<file path="src/rtl/fft_butterfly_r2.sv">
// Radix-2 DIT butterfly: X = A + B*conj(W), Y = A - B*conj(W), Q8.8 twiddles,
// three-stage pipeline that freezes as a whole under output backpressure.
module fft_butterfly_r2 #(
  parameter int N     = 16,
  parameter int FRAC  = 8,
  parameter int SCALE = 1,
  parameter int TAG_W = 4
) (
  input  logic                clk,
  input  logic                rst,
  input  logic                in_valid,
  output logic                in_ready,
  input  logic [TAG_W-1:0]    in_tag,
  input  logic signed [N-1:0] a_re,
  input  logic signed [N-1:0] a_im,
  input  logic signed [N-1:0] b_re,
  input  logic signed [N-1:0] b_im,
  input  logic [2:0]          tw_idx,
  input  logic [8*N-1:0]      tw_re_bus,
  input  logic [8*N-1:0]      tw_im_bus,
  output logic                out_valid,
  input  logic                out_ready,
  output logic [TAG_W-1:0]    out_tag,
  output logic signed [N-1:0] x_re,
  output logic signed [N-1:0] x_im,
  output logic signed [N-1:0] y_re,
  output logic signed [N-1:0] y_im
);

  localparam int W2 = 2 * N;
  localparam int WS = N + 2;
  localparam logic signed [W2:0] RND = (W2+1)'(2 ** (FRAC - 1));

  logic en;
  assign en       = !out_valid || out_ready;
  assign in_ready = en;

  // stage 1
  logic                v1;
  logic [TAG_W-1:0]    tag1;
  logic signed [N-1:0] ar1, ai1, br1, bi1, tr1, ti1;

  always_ff @(posedge clk or negedge rst) begin
    if (!rst) begin
      v1   <= 1'b0;
      tag1 <= '0;
      ar1  <= '0;
      ai1  <= '0;
      br1  <= '0;
      bi1  <= '0;
      tr1  <= '0;
      ti1  <= '0;
    end else if (en) begin
      v1   <= in_valid;
      tag1 <= in_tag;
      ar1  <= a_re;
      ai1  <= a_im;
      br1  <= b_re;
      bi1  <= b_im;
      tr1  <= tw_re_bus[tw_idx*N +: N];
      ti1  <= tw_im_bus[tw_idx*N +: N];
    end
  end

  // stage 2
  logic                 v2;
  logic [TAG_W-1:0]     tag2;
  logic signed [N-1:0]  ar2, ai2;
  logic signed [W2-1:0] rr, ii, ir, ri;

  always_ff @(posedge clk or negedge rst) begin
    if (!rst) begin
      v2   <= 1'b0;
      tag2 <= '0;
      ar2  <= '0;
      ai2  <= '0;
      rr   <= '0;
      ii   <= '0;
      ir   <= '0;
      ri   <= '0;
    end else if (en) begin
      v2   <= v1;
      tag2 <= tag1;
      ar2  <= ar1;
      ai2  <= ai1;
      rr   <= W2'(br1) * W2'(tr1);
      ii   <= W2'(bi1) * W2'(ti1);
      ir   <= W2'(bi1) * W2'(tr1);
      ri   <= W2'(br1) * W2'(ti1);
    end
  end

  // stage 3 combine: round P to N+1 bits, add/sub at N+2 bits, scale, saturate
  function automatic logic signed [N-1:0] sat(input logic signed [WS-1:0] v);
    if (v[WS-1:N-1] == '0 || v[WS-1:N-1] == '1)
      sat = v[N-1:0];
    else if (v[WS-1])
      sat = {1'b1, {(N-1){1'b0}}};
    else
      sat = {1'b0, {(N-1){1'b1}}};
  endfunction

  logic signed [W2:0]   sum_re, sum_im;
  logic signed [N:0]    p_re, p_im;
  logic signed [WS-1:0] sx_re, sx_im, sy_re, sy_im;

  always_comb begin
    sum_re = (W2+1)'(rr) + (W2+1)'(ii) + RND;
    sum_im = (W2+1)'(ir) - (W2+1)'(ri) + RND;
    p_re   = (N+1)'(sum_re >>> FRAC);
    p_im   = (N+1)'(sum_im >>> FRAC);
    sx_re  = WS'(ar2) + WS'(p_re);
    sx_im  = WS'(ai2) + WS'(p_im);
    sy_re  = WS'(ar2) - WS'(p_re);
    sy_im  = WS'(ai2) - WS'(p_im);
    if (SCALE != 0) begin
      sx_re = sx_re >>> 1;
      sx_im = sx_im >>> 1;
      sy_re = sy_re >>> 1;
      sy_im = sy_im >>> 1;
    end
  end

  always_ff @(posedge clk or negedge rst) begin
    if (!rst) begin
      out_valid <= 1'b0;
      out_tag   <= '0;
      x_re      <= '0;
      x_im      <= '0;
      y_re      <= '0;
      y_im      <= '0;
    end else if (en) begin
      out_valid <= v2;
      out_tag   <= tag2;
      x_re      <= sat(sx_re);
      x_im      <= sat(sx_im);
      y_re      <= sat(sy_re);
      y_im      <= sat(sy_im);
    end
  end

endmodule

</file>
<file path="config.mk">
export PLATFORM = sky130hd
export DESIGN_NAME = fft_butterfly_r2
export DESIGN_NICKNAME = d
export VERILOG_FILES = /design/src/rtl/fft_butterfly_r2.sv
export SDC_FILE = /design/constraint.sdc
export NUM_CORES = 2
export LEC_CHECK = 0
export CAP_MARGIN = 20
export CORE_MARGIN = 2
export CORE_UTILIZATION = 50
export DETAILED_ROUTE_END_ITERATION = 10
export PLACE_DENSITY = 0.75
export RECOVER_POWER = 25
export SYNTH_ARGS = -nofsm -noshare
export SYNTH_HDL_FRONTEND = slang
export SYNTH_SLANG_ARGS = --single-unit
</file>
<file path="constraint.sdc">
create_clock -name clk -period 7.85 [get_ports clk]
set_clock_uncertainty 0.1 [all_clocks]
set_input_delay 1.1775 -clock clk [delete_from_list [all_inputs] [get_ports clk]]
set_output_delay 1.1775 -clock clk [all_outputs]
set_load 0.01 [all_outputs]
</file>
==> qor_table.md <==
| Step | Metric | Value |
|---|---|---|
| synth | Number of warnings reported in the yosys synthesis log | 0 |
| critical path | Worst path required time | 8210 ps |
| final layout | Nets | 7490 |
| clock network | Clock tree from TritonCTS | yes |
| drt | Wirelength per Cell | 20.3 µm |
| clock network | Later-pin clock latency in the skew report | 650 ps |
| sta | Setup slack of the critical path after layout | 928 ps |
| final layout | Share of post-route cells with drive strength above 1 | 0.0458 |
| clock network | Hold Buf Count CTS | 0 |
| synth | Share of synthesized cell area in and, or, nand and nor gates | 0.164 |
| synth | Xor and xnor fraction of the mapped netlist area | 0.0441 |
| grt | First-pass GRT wire length | 232 mm |
| drt | Total number of vias | 39700 |
| drt | Met3 layer wire length in the routed design | 11.4 mm |
| clock network | Count of instances resized after the clock tree is built | 0 |
| final layout | Finished Layout Cells | 7309 |
| die | Floorplan die width | 322 µm |
| synth | Portion of the post-synthesis area used by sequential elements | 0.151 |
| drt | Highest routed layer | met5 |
| die | Starting density of the core | 0.506 |
| critical path | Setup crit end kind | register |
| synth | Adder-Cell Fraction of Synth Area | 0.427 |
| clock network | Number of buffers created by CTS | 40 |
| die | Number of rows created at floorplan | 116 |
| place | Post-placement worst setup slack | 1120 ps |
| synth | Synth Area in Compound Gates | 0.0757 |
| clock network | Clock transition at the register clock pins on the worst setup and hold paths after CTS | 60 ps |
| sta | Final critical delay including setup and external delays | 6920 ps |
| place | Number of I/O port buffers | 400 |
| sta | Number of max-slew violations in the final report | 87 |
| sta | Fmax | 0.144 GHz |
| drt | Via density | 5.43 |
| critical path | Critical path, cell by cell | buf_4 -> and2_1 -> fa_1 -> inv_1 -> fa_1 -> fa_1 -> inv_1 -> fa_1 -> fa_1 -> inv_1 -> fa_1 -> inv_1 -> ha_1 -> a21o_1 -> a21o_1 -> a21oi_1 -> o21ai_0 -> a211oi_1 -> a21oi_1 -> xnor2_1 -> o21ai_0 |
| sta | Number of setup violations in the final report | 0 |
| outcome | Violations in the final reports | capacitance limit, slew limit |
| critical path | Setup slack of the most critical reg-to-reg path | 930 ps |
| place | Cells after DPL | 7225 |
| sta | Worst Max-Slew Pin Slew | 4700 ps |
| synth | Average size of a mapped cell | 8.93 µm² |
| synth | Combinational family with the most area after synthesis | adder cells |
| place | Placer's final routability congestion estimate | 0.999 |
| synth | Netlist area before placement | 0.0507 mm² |
| sta | Slew Limit Headroom | -2.13 |
| drt | Number of DRC violations after detailed routing | 0 |
| critical path | Critical Path Start Type | register |
| place | HPWL after detailed placement | 119 mm |
| die | Die span in y | 322 µm |
| hold path | Worst min-delay path class | register to register |
| critical path | CP max-delay cell | sky130_fd_sc_hd__dfrtp_1 |
| die | Placeable Area | 0.100 mm² |
| drt | Total routed wire length on the met1 layer | 54.4 mm |
| critical path | Worst-path maximum fanout | 23 |
| run | Max-capacitance violation count | 1 |
| grt | Number of antenna violations at the first check in global routing | 13 |
| synth | Flop and latch count out of synthesis | 307 |
| sta | RSZ-0062 raised after global routing | false |
| clock network | Root cell of the clock tree | sky130_fd_sc_hd__clkbuf_16 |
| grt | GRT Overall Usage | 0.293 |
| sta | Post-route clock period utilization | 0.882 |
| synth | Synth async-reset ratio | 1.00 |
| drt | Length of routed met2 wiring | 70.8 mm |
| grt | Gr ovfl total | 0 |
| synth | Net count after synthesis | 7257 |
| synth | Number of flops mapped to enable cells by yosys | 0 |
| critical path | Most used cell, CP | sky130_fd_sc_hd__fa_1 |
| final layout | Layout overhead on the synthesized area | 13.3% |
| critical path | Crit path kind | register to register |
| die | Floorplan die area | 0.104 mm² |
| clock network | TritonCTS Sinks | 307 |
| sta | Accumulated negative setup slack | 0 ps |
| grt | Largest net degree at the start of global routing | 172 |
| drt | Starting DRT DRC Count | 3001 |
| drt | Post-DRT Antenna Nets | 0 |
| drt | Routed wire length | 148 mm |
| clock network | Max Root-Sink Buffers | 3 |
| drt | Iteration count of the initial detailed-routing pass | 6 |
| synth | Ys flop type | sky130_fd_sc_hd__dfrtp_1 |
| clock network | H-Tree Level Count | 2 |
| synth | Library cells used by synthesis | 86 |
| synth | Synth Instances | 5680 |
| sta | Final hold violation count | 0 |
| grt | Number of global-route vias before repair | 41900 |
| critical path | Highest cell delay on the worst timing path | 1070 ps |
| outcome | Status | finished with violations |
| critical path | Arr. time, crit path | 7280 ps |
| die | Number of I/O pins | 401 |
| clock network | Count of buffers added by post-CTS timing repair for setup | 0 |
| synth | Multiplexer fraction of the synthesized cell area | 0.0356 |
==> sequential cells by signal, indices dropped and copies added (netlist names), 4 cells and up <==
signal,flops
ri,25
ai2,16
ii,25
tag1,4
ir,25
ar2,16
rr,25
ai1,16
bi1,16
out_tag,4
ti1,16
y_re,16
br1,16
ar1,16
x_re,16
tag2,4
x_im,16
y_im,16
tr1,16
==> routing by layer <==
metal | GRT usage | vias to the layer above
met1 | 0.347 | 19700
met3 | 0.0542 | 408
met2 | 0.484 | 1717
li1 | - | 17900
met5 | 0.000926 | -
met4 | 0.205 | 2
==> final cells by class <==
| type | instances | area [µm²] |
|---|---|---|
| clock buffer | 52 | 1110 |
| timing repair buffer | 493 | 4770 |
| fill | 8890 | 42800 |
| inverter | 1067 | 4010 |
| antenna | 8 | 20.0 |
| multi-input combinational | 4004 | 37900 |
| tap | 1357 | 1700 |
| sequential | 307 | 7690 |
| clock inverter | 21 | 282 |
==> through the flow <==
stage | hold WS, ps | area [µm²] | utilization
5_1_grt | 381 | 57400 | 0.573
3_3_place_gp | 343 | 56000 | 0.558
6_report | 358 | 57400 | 0.573
4_1_cts | 361 | 57400 | 0.572
2_1_floorplan | 330 | 50700 | -
3_5_place_dp | 349 | 56000 | 0.558
==> final timing paths <==
path / from / to / depth (start not counted)
setup / recovery: ti1[6] / ii[24] / 21
hold / removal: ir[0] / ir[0] / 2
setup reg to reg: ti1[6] / ii[24] / 21
hold reg to reg: ir[0] / ir[0] / 2
max in group asynchronous: rst / ri[15] / 2
min in group asynchronous: rst / ai1[5] / 1
==> layout by cell type (no fill, tap or decap), drive strengths merged, types with 175 or more instances in the layout <==
cell | Yosys | layout
a21oi | 211 | 211
clkdlybuf4s50 | 0 | 396
nand2 | 968 | 968
fa | 796 | 796
xnor2 | 175 | 175
ha | 450 | 450
nor2 | 200 | 200
inv | 1067 | 1071
dfrtp | 307 | 307
and2 | 461 | 461
==> synth_stat cells, types with 15 or more instances <==
| master | instances | area share |
|---|---|---|
| sky130_fd_sc_hd__o21ai_1 | 18 | 0.0018 |
| sky130_fd_sc_hd__o21ai_0 | 120 | 0.012 |
| sky130_fd_sc_hd__clkbuf_1 | 275 | 0.020 |
| sky130_fd_sc_hd__and2_1 | 461 | 0.057 |
| sky130_fd_sc_hd__buf_1 | 16 | 0.0012 |
| sky130_fd_sc_hd__mux4_2 | 64 | 0.028 |
| sky130_fd_sc_hd__xor2_1 | 77 | 0.013 |
| sky130_fd_sc_hd__xnor2_1 | 175 | 0.030 |
| sky130_fd_sc_hd__nor3_1 | 28 | 0.0028 |
| sky130_fd_sc_hd__o21bai_1 | 20 | 0.0030 |
| sky130_fd_sc_hd__ha_1 | 450 | 0.11 |
| sky130_fd_sc_hd__o22a_1 | 15 | 0.0026 |
| sky130_fd_sc_hd__nor2_1 | 200 | 0.015 |
| sky130_fd_sc_hd__nand2_1 | 968 | 0.072 |
| sky130_fd_sc_hd__a21o_1 | 60 | 0.0089 |
| sky130_fd_sc_hd__inv_1 | 1066 | 0.079 |
| sky130_fd_sc_hd__nand3_1 | 23 | 0.0023 |
| sky130_fd_sc_hd__a21oi_1 | 208 | 0.021 |
| sky130_fd_sc_hd__fa_1 | 796 | 0.31 |
| sky130_fd_sc_hd__o21a_1 | 21 | 0.0031 |
| sky130_fd_sc_hd__a31oi_1 | 20 | 0.0025 |
| sky130_fd_sc_hd__nand2b_1 | 39 | 0.0048 |
| sky130_fd_sc_hd__dfrtp_1 | 307 | 0.15 |
| sky130_fd_sc_hd__mux2i_1 | 33 | 0.0065 |
| sky130_fd_sc_hd__nor2b_1 | 18 | 0.0022 |
==> critical path: cells and delay by family, from the launching register on <==
family                   cells  cell delay (ps)
XOR/XNOR                     1              200
buffers and inverters        5              560
adder cells (fa/ha/maj)      7             3150
AO/OA/AOI/OAI                7             1470
AND/OR/NAND/NOR              1              150
flip-flops                   1             1070
==> cell families (layout without fill, tap and decap cells) <==
group / Yosys count / count (layout)
compound gates: 597 / 597
buf+inv: 1369 / 1633
flops: 307 / 307
xor+xnor: 253 / 253
other cells: 0 / 8
simple gates: 1797 / 1797
mux: 100 / 100
fa+ha+maj: 1257 / 1257
Power is left out: the tool's default activity adds up to more than one toggle a clock period on the data nets, which glitch-free logic cannot reach.
